===== config.mk =====
export PLATFORM = sky130hd
export DESIGN_NAME = apb_multi_bridge
export DESIGN_NICKNAME = d
export VERILOG_FILES = /design/src/rtl/apb_pkg.sv /design/src/rtl/apb_addr_decoder.sv /design/src/rtl/apb_multi_bridge.sv
export SDC_FILE = /design/constraint.sdc
export NUM_CORES = 1
export LEC_CHECK = 0
export BUFFER_PORTS_ARGS = -buffer_cell sky130_fd_sc_hd__buf_2
export CORE_AREA = 2 2 123 125
export CTS_CLUSTER_DIAMETER = 80
export DETAILED_ROUTE_END_ITERATION = 8
export DIE_AREA = 0 0 125 127
export GPL_TIMING_DRIVEN = 0
export PLACE_DENSITY_LB_ADDON = 0.2
export SLEW_MARGIN = 25
export SYNTH_ARGS = -nofsm -noshare
export SYNTH_HDL_FRONTEND = slang
export SYNTH_SLANG_ARGS = --single-unit

===== constraint.sdc =====
create_clock -name CLK -period 3.04 [get_ports CLK]
set_input_delay 0.456 -clock CLK [delete_from_list [all_inputs] [get_ports CLK]]
set_output_delay 0.456 -clock CLK [all_outputs]
set_load 0.01 [all_outputs]

===== src/rtl/apb_pkg.sv =====
// Shared types and constants for the generic-bus to APB4 bridge.
package apb_pkg;

    // Widest address/data the request register is sized for; a bridge
    // instance uses the low bits only.
    localparam int ADDR_MAX = 64;
    localparam int DATA_MAX = 64;
    localparam int STRB_MAX = DATA_MAX / 8;

    // Slave index width, enough for the 16-slave maximum.
    localparam int IDX_W = 4;

    // PPROT bit meanings (APB4).
    localparam logic [2:0] PPROT_PRIV   = 3'b001;
    localparam logic [2:0] PPROT_NONSEC = 3'b010;
    localparam logic [2:0] PPROT_INSTR  = 3'b100;

    typedef enum logic [1:0] {
        IDLE     = 2'd0,
        SETUP    = 2'd1,
        ACCESS   = 2'd2,
        RESP_ERR = 2'd3
    } apb_state_t;

    // Request captured in IDLE and replayed on the APB side.
    typedef struct packed {
        logic [ADDR_MAX-1:0] addr;
        logic [DATA_MAX-1:0] wdata;
        logic [STRB_MAX-1:0] strb;
        logic                write;
        logic [IDX_W-1:0]    idx;
    } apb_req_t;

endpackage


===== src/rtl/apb_addr_decoder.sv =====
// Combinational address decode into the APB slave window: one region of
// 2^REGION_LOG2 bytes per slave, starting at BASE_ADDR.
module apb_addr_decoder
    import apb_pkg::*;
#(
    parameter int                ADDR_W      = 32,
    parameter int                NSLV        = 4,
    parameter logic [ADDR_W-1:0] BASE_ADDR   = 'h8000_0000,
    parameter int                REGION_LOG2 = 12
) (
    input  logic [ADDR_W-1:0] addr,
    output logic              valid,
    output logic [IDX_W-1:0]  idx,
    output logic [NSLV-1:0]   onehot
);

    logic [ADDR_W-1:0] offset;
    logic [ADDR_W-1:0] slot;
    logic              in_range;

    // Offset from the window base, region number, and range check; the
    // full-width region number is compared so large offsets never alias.
    always_comb begin
        offset   = addr - BASE_ADDR;
        in_range = (addr >= BASE_ADDR);
        slot     = offset >> REGION_LOG2;
        valid    = in_range && (slot < ADDR_W'(NSLV));
        idx      = slot[IDX_W-1:0];
        onehot   = '0;
        for (int i = 0; i < NSLV; i++) begin
            onehot[i] = valid && (slot == ADDR_W'(i));
        end
    end

endmodule


===== src/rtl/apb_multi_bridge.sv =====
// Generic bus to APB4 bridge with N-slave decode, SETUP/ACCESS sequencing,
// PSLVERR propagation, decode-error response and optional PREADY timeout.
//
// Requester handshake: ren/wen are sampled only while the bridge is idle
// (busy=1 and no transfer in flight); once accepted, requester inputs are
// ignored until completion. Completion is the single cycle with busy=0,
// where error and rdata are valid. busy is high in every other cycle.
module apb_multi_bridge
    import apb_pkg::*;
#(
    parameter int                ADDR_W      = 32,
    parameter int                DATA_W      = 32,
    parameter int                NSLV        = 4,
    parameter logic [ADDR_W-1:0] BASE_ADDR   = 'h8000_0000,
    parameter int                REGION_LOG2 = 12,
    parameter int                TIMEOUT     = 0,
    parameter logic [2:0]        PPROT_VAL   = 3'b000
) (
    input  logic                   CLK,
    input  logic                   RST,
    input  logic [ADDR_W-1:0]      addr,
    input  logic [DATA_W-1:0]      wdata,
    input  logic                   ren,
    input  logic                   wen,
    input  logic [DATA_W/8-1:0]    byte_en,
    output logic [DATA_W-1:0]      rdata,
    output logic                   busy,
    output logic                   error,
    output logic [ADDR_W-1:0]      PADDR,
    output logic [NSLV-1:0]        PSEL,
    output logic                   PENABLE,
    output logic                   PWRITE,
    output logic [DATA_W-1:0]      PWDATA,
    output logic [DATA_W/8-1:0]    PSTRB,
    output logic [2:0]             PPROT,
    input  logic [NSLV*DATA_W-1:0] PRDATA,
    input  logic [NSLV-1:0]        PREADY,
    input  logic [NSLV-1:0]        PSLVERR
);

    localparam int STRB_W = DATA_W / 8;
    localparam int CNT_W  = (TIMEOUT > 0) ? $clog2(TIMEOUT + 1) : 1;
    localparam logic [CNT_W-1:0] CNT_LAST = CNT_W'((TIMEOUT > 0) ? TIMEOUT - 1 : 0);
    localparam logic [CNT_W-1:0] CNT_MAX  = '1;

    // FSM state is kept as a named signal so checkers can bind to it.
    apb_state_t       state;
    apb_state_t       state_next;
    apb_req_t         req;
    logic [NSLV-1:0]  sel_q;
    logic [CNT_W-1:0] cnt;

    logic             start;
    logic             dec_valid;
    logic [IDX_W-1:0] dec_idx;
    logic [NSLV-1:0]  dec_onehot;

    logic              sel_ready;
    logic              sel_err;
    logic [DATA_W-1:0] sel_rdata;
    logic              timed_out;

    // Padding bits of the request register are intentionally not read.
    logic unused_req;
    assign unused_req = ^req;

    assign start = ren | wen;
    assign PPROT = PPROT_VAL;

    apb_addr_decoder #(
        .ADDR_W      (ADDR_W),
        .NSLV        (NSLV),
        .BASE_ADDR   (BASE_ADDR),
        .REGION_LOG2 (REGION_LOG2)
    ) u_dec (
        .addr   (addr),
        .valid  (dec_valid),
        .idx    (dec_idx),
        .onehot (dec_onehot)
    );

    // Pick the selected slave's response; other slaves are ignored.
    always_comb begin
        sel_ready = 1'b0;
        sel_err   = 1'b0;
        sel_rdata = '0;
        for (int i = 0; i < NSLV; i++) begin
            if (req.idx == IDX_W'(i)) begin
                sel_ready = PREADY[i];
                sel_err   = PSLVERR[i];
                sel_rdata = PRDATA[i*DATA_W +: DATA_W];
            end
        end
    end

    assign timed_out = (TIMEOUT != 0) && (cnt == CNT_LAST);

    // State register.
    always_ff @(posedge CLK) begin
        if (RST) begin
            state <= IDLE;
        end else begin
            state <= state_next;
        end
    end

    // Capture the request and decoded select when a transfer is accepted.
    always_ff @(posedge CLK) begin
        if (RST) begin
            req   <= '0;
            sel_q <= '0;
        end else if (state == IDLE && start) begin
            req.addr  <= ADDR_MAX'(addr);
            req.wdata <= DATA_MAX'(wdata);
            req.strb  <= wen ? STRB_MAX'(byte_en) : '0;
            req.write <= wen;
            req.idx   <= dec_idx;
            sel_q     <= dec_onehot;
        end
    end

    // Wait-state counter: counts ACCESS cycles without PREADY, saturating.
    always_ff @(posedge CLK) begin
        if (RST) begin
            cnt <= '0;
        end else if (state == ACCESS && !sel_ready) begin
            if (cnt != CNT_MAX) begin
                cnt <= cnt + CNT_W'(1);
            end
        end else begin
            cnt <= '0;
        end
    end

    // Next-state logic and all bus/requester outputs.
    always_comb begin
        state_next = state;
        PSEL       = '0;
        PENABLE    = 1'b0;
        PADDR      = '0;
        PWRITE     = 1'b0;
        PWDATA     = '0;
        PSTRB      = '0;
        busy       = 1'b1;
        error      = 1'b0;
        rdata      = '0;

        unique case (state)
            IDLE: begin
                if (start) begin
                    state_next = dec_valid ? SETUP : RESP_ERR;
                end
            end
            SETUP: begin
                PSEL       = sel_q;
                PADDR      = req.addr[ADDR_W-1:0];
                PWRITE     = req.write;
                PWDATA     = req.wdata[DATA_W-1:0];
                PSTRB      = req.strb[STRB_W-1:0];
                state_next = ACCESS;
            end
            ACCESS: begin
                PSEL    = sel_q;
                PENABLE = 1'b1;
                PADDR   = req.addr[ADDR_W-1:0];
                PWRITE  = req.write;
                PWDATA  = req.wdata[DATA_W-1:0];
                PSTRB   = req.strb[STRB_W-1:0];
                if (sel_ready) begin
                    busy       = 1'b0;
                    error      = sel_err;
                    rdata      = req.write ? '0 : sel_rdata;
                    state_next = IDLE;
                end else if (timed_out) begin
                    state_next = RESP_ERR;
                end
            end
            RESP_ERR: begin
                busy       = 1'b0;
                error      = 1'b1;
                state_next = IDLE;
            end
            default: begin
                state_next = IDLE;
            end
        endcase
    end

endmodule


---- Yosys cells after proc, flatten, opt, wreduce, memory -nomap -nowiden ----
Cells that the tools add are included.
cells by class
  order comparisons ....................... 2
  eq/ne operators ......................... 11
  mux-type cells .......................... 30
  reductions and logical operators ........ 11
  bitwise logic cells ..................... 1
  $add $sub $neg .......................... 1
operators by type and width
  operator                                                                       number
  32-bit 2-to-1 mux                                                              9
  20-bit by 2-bit == test with 1-bit output, second input constant               2
  32-bit >= comparator, second input constant                                    1
  32-bit zero test                                                               1
  32-bit subtractor, second input constant                                       1
  20-bit by 1-bit == test with 1-bit output, second input constant               1
  20-bit by 3-bit less-than comparator with 1-bit output, second input constant  1
  1-bit 2-to-1 mux                                                               12
  4-bit 2-to-1 mux                                                               3
  4-bit by 2-bit == test with 1-bit output, second input constant                2
  2-bit case mux with 4 select lines                                             1
  1-bit logical AND                                                              6
  2-bit 2-to-1 mux                                                               3
  2-bit == test, second input constant                                           2
  4-bit by 1-bit == test with 1-bit output, second input constant                1
  4-bit zero test                                                                1
  2-bit inequality test, second input constant                                   2
  1-bit case mux with 2 select lines                                             2
  2-bit by 1-bit == test with 1-bit output, second input constant                1
  2-bit zero test                                                                1
  2-bit AND reduction                                                            1
  2-bit OR reduction                                                             1
  1-bit OR                                                                       1
word-level totals
  bits in registers ....................... 79
  input bits .............................. 208
  word-level logic and storage cells ...... 63

---- Longest topological paths before layout ----
  depth in word-level cells ............... 8
  depth in mapped cells ................... 8

---- Modules after synthesis ----
Synthesis repeated with hierarchy kept, for this count alone.
unflattened totals
  cells, all modules ...................... 623
  area total of the unflattened synthesis .. 4787.1 um^2
modules (own cells, without submodules)
  module            sequential area each (um^2)  area an instance (um^2)  cells an instance  times used
  apb_multi_bridge  1581.5                       4675.7                   606                1
  apb_addr_decoder  0.0                          111.4                    17                 1

---- Worst setup path after synthesis ----
Ideal clock, no wire load.
  path kind ............................... reg2out
  start point ............................. register req[0] (netlist name)
  end point ............................... output rdata[10]
  required time ........................... 2.584 ns
  stages on the path, launching flop included .. 7
  arrival ................................. 1.695 ns
  path slack .............................. 0.889 ns
  cells stage by stage .................... dfxtp_1 buf_4 or3b_1 o22ai_1 nand3b_1 clkbuf_1 a211oi_1
on the way
  cells in the longest elaborated chain, start to end .. 8
  elaborated cells on any way between the ends .. 15
  those cells by class .................... eq/ne (3); mux (11); reduce/logical (1)
ends and longest elaborated chain
  element                         line                     source
  from (decl)                     apb_multi_bridge.sv:49   apb_req_t req;
  4-bit zero test                 apb_multi_bridge.sv:88   if (req.idx == IDX_W'(i)) begin
  32-bit 2-to-1 mux (4 in a row)  apb_multi_bridge.sv:88
  32-bit 2-to-1 mux               apb_multi_bridge.sv:172  rdata = req.write ? '0 : sel_rdata;
  32-bit 2-to-1 mux (*)           apb_multi_bridge.sv:169  if (sel_ready) begin
  32-bit 2-to-1 mux (*)           apb_multi_bridge.sv:148  unique case (state)
  to (decl)                       apb_multi_bridge.sv:26   output logic [DATA_W-1:0] rdata,
Mark *: on every way between the ends. The rest lies on a longest branch, timed or not.

---- Worst setup path after layout ----
  start point ............................. register req[0] (netlist name)
  end point ............................... output rdata[22]
The elaborated chain is that of the path after synthesis.

==> results.md <==
* FF/Latch Area at approximately 0.0015 mm²
* Die Span Y at roughly 130 µm
* Fin Clk Skew at 0.00668 ns
* Most used cell along the critical path: buf_2
* Critical Path AT at roughly 2.4 ns
* Crit path buf inv count at 3
* Longest Clk Path Bufs at 2
* Worst r2r dst: req[15]
* Post-synth EDFFs at 0
* Placer Congestion at 0.920
* Yosys cell types at 36
* Fin crit period at roughly 2.9 ns
* CTS tree: done
* CP Launch Type: register
* Cell leakage power at between 3 and 4 nW
* DRT iter0 DRCs at between 150 and 200
* Final setup viols at 0
* First-pass GRT wire length at 26.7 mm
* Finished Layout Cells at 1,096
* Seq/Total Area, Yosys at 0.358
* Top-count cell post-synth: nand2_1
* Max-Cap Viols at 0
* CP peak stage delay at between 0.3 and 0.4 ns
* Post-Synthesis Mean Instance Area at around 7.2 µm²
* Family with the most delay on the worst path: simple AND/OR/NAND/NOR gates
* Die width at approximately 130 µm
* Post-Syn Area at about 0.0042 mm²
* Post-CTS Hold Buffers at 0
* DR vias/cell at ~4.8
* Clock root cell: clkbuf_16
* Pwr Density at between 700 and 800 mW/mm²
* Routed wire length at about 18 mm
* Total power at 0.00454 W
* Largest net degree at the start of global routing at 13
* Later-pin clock latency in the skew report at between 0.3 and 0.4 ns
* Worst Path Required at ~2.6 ns
* Final hold violation count at 0
* Grt ovf at 0
* Final period util at 0.942
* Initial core utilization at 0.291
* ANT nets after route at 0
* CORE AREA at between 0.01 and 0.015 mm²
* Max_slew headroom at 0.521
* Port-buffer cells at 314
* Crit path from: req[0]
* Status: completed
* CTS Sinks at 75
* Nets@finish at 1,118
* Slew at the pin closest to its max-slew limit at a little over 0.7 ns
* Beginning of the worst register-to-register path: state[1]
* Clk slew on worst S/H paths at about 0.060 ns
* Post-synthesis async set-or-reset flop share at 0
* Setup Crit Path Kind: register to output pin
* Die Area at around 0.016 mm²
* Cell count after synthesis at a little under 600
* Vias in the first global route at roughly 5,000
* Initial antenna violation count at 3
* Maximum level of the CTS H-tree at 3
* Final slew viol count at 0
* CP max-delay cell: or3b_1
* Placed Cells incl. Taps at 1,079
* Unrepaired setup endpoints after global routing: false
* Fmax at roughly 0.35 GHz
* Area fraction of the dominant cell type after synthesis at 0.358
* Crit path max fanout at 10
* # IOs at about 320
* Worst reg-to-reg path cell count at 8
* Top cells by count, synth: nand2_1, dfxtp_1, and2_1, a21oi_1, o22ai_1
* Peak supply drop at ~0.35 mV
* Pre-antenna DRT Iters at 6
* Crit path cell chain: buf_4 -> or3b_1 -> o22ai_2 -> nand3b_1 -> buf_2 -> nor3_1 -> buf_2
* Synth area leaders: dfxtp_1, nand2_1, and2_1
* Fin util at 0.437
* Share of cells above drive strength 1 at 0.396
* Setup_tns at 0 ns
* Synth area leader: dfxtp_1
* Routed via count at between 5,000 and 6,000
* Yosys warnings at 0
* GRT Total Usage at 0.212
* CTS Buf Count at 9
* P&R area growth vs syn at 50.3%
* Multi-input gate area at between 0.002 and 0.0025 mm²
* Hold WC Path Type: input pin to register
* Fillers at approximately 1,600
* CP Depth at 7
* Post-DR wirelength/cell at approximately 16 µm
* Row count at 44
* CP endpoint kind: output pin
* Flops & latches, synth at between 70 and 80
* Crit path capture: rdata[22]
* Dpl hpwl at ~14 mm
* Reg2Reg Setup Slack at between 0.6 and 0.7 ns
* Residual DRC at 0
* Most used DFF post-synth: dfxtp_1
worst reg2reg max path: cells and delay by family, from the launching register on:
family / cells / cell delay (ns)
fa+ha+maj: 1 / 0.17
buf+inv: 4 / 1.32
simple gates: 1 / 0.11
compound gates: 2 / 0.37
flops: 1 / 0.32
repair_timing:
item                                    4_1_cts  5_1_grt
gates resized for setup                       0        1
endpoints found under the setup margin        0        6
setup buffers                                 0        1
registers in the layout (all words and copies together), names as in the netlist:
| name | count |
|---|---|
| req | 69 |
| sel_q | 4 |
| state | 2 |
where the power goes:
part | switching (W) | internal, W
logic | 0.00138 | 0.000817
clock network | 0.000407 | 0.000624
registers | 0.000106 | 0.00121
final cells by class:
cell class | count | share of cell area
flip-flops and latches | 75 | 0.238
clock buffers | 9 | 0.0357
diodes | 3 | 0.00119
clock inverters | 5 | 0.00893
multi-input cells | 449 | 0.392
plain buffers | 53 | 0.0347
repair buffers | 315 | 0.251
well taps | 184 | 0.0365
inverters | 3 | 0.00179
stage by stage:
stage	cell area [µm²]	worst slack (ns)	hold slack (ns)
after detailed placement	6000	0.442	0.442
after global placement	6000	0.467	0.436
final	6300	0.177	0.357
after global routing	6300	0.0605	0.354
after floorplan	4200	0.889	0.427
after CTS	6280	0.0869	0.351
kinds of logic (layout without fill, tap and decap cells):
kind of cell / count (synthesis) / in the layout / synth area share
adders and majority gates: 4 / 4 / 0.0119
other: 1 / 6 / 0.000894
muxes: 23 / 23 / 0.0644
and+or+nand+nor: 281 / 281 / 0.317
AOI/OAI and AO/OA: 138 / 138 / 0.192
buffers and inverters: 57 / 385 / 0.0558
DFF: 75 / 75 / 0.358
worst min-delay path by stage:
stage | start | end | slack [ns] | depth (start not counted)
after CTS | wdata[13] | req[26] | 0.35 | 3
after detailed placement | req[34] | req[34] | 0.44 | 2
after global routing | wdata[31] | req[44] | 0.35 | 3
final | addr[2] | req[79] | 0.36 | 3
after floorplan | sel_q[3] | sel_q[3] | 0.43 | 2
after global placement | sel_q[0] | sel_q[0] | 0.44 | 2
placed cells by master, fill, tap and decap left out, types with 3 or more instances in the layout:
| master | netlist | layout |
|---|---|---|
| and3_1 | 3 | 3 |
| mux2_2 | 19 | 19 |
| nor2_1 | 25 | 25 |
| a21oi_1 | 73 | 73 |
| clkbuf_16 | 0 | 9 |
| inv_1 | 3 | 3 |
| nand3_1 | 6 | 6 |
| o22ai_1 | 46 | 45 |
| diode_2 | 0 | 3 |
| buf_2 | 4 | 318 |
| dfxtp_1 | 75 | 75 |
| buf_1 | 3 | 3 |
| and2_1 | 74 | 74 |
| clkbuf_1 | 43 | 42 |
| mux2i_1 | 3 | 3 |
| conb_1 | 1 | 3 |
| nand2_1 | 139 | 139 |
| a211oi_1 | 13 | 13 |
| nor3_1 | 21 | 21 |
| buf_4 | 4 | 5 |
| ha_1 | 4 | 4 |
metal layers:
layer,GRT usage,vias up,routed length (µm),share of wire
met5,0,-,0,0
met4,0.0850,0,588,0.033
met3,0.0511,30,1240,0.069
met2,0.385,208,9060,0.51
met1,0.238,2356,6900,0.39
li1,-,2630,-,-
Note: power is estimated with default switching activity, not from simulation.
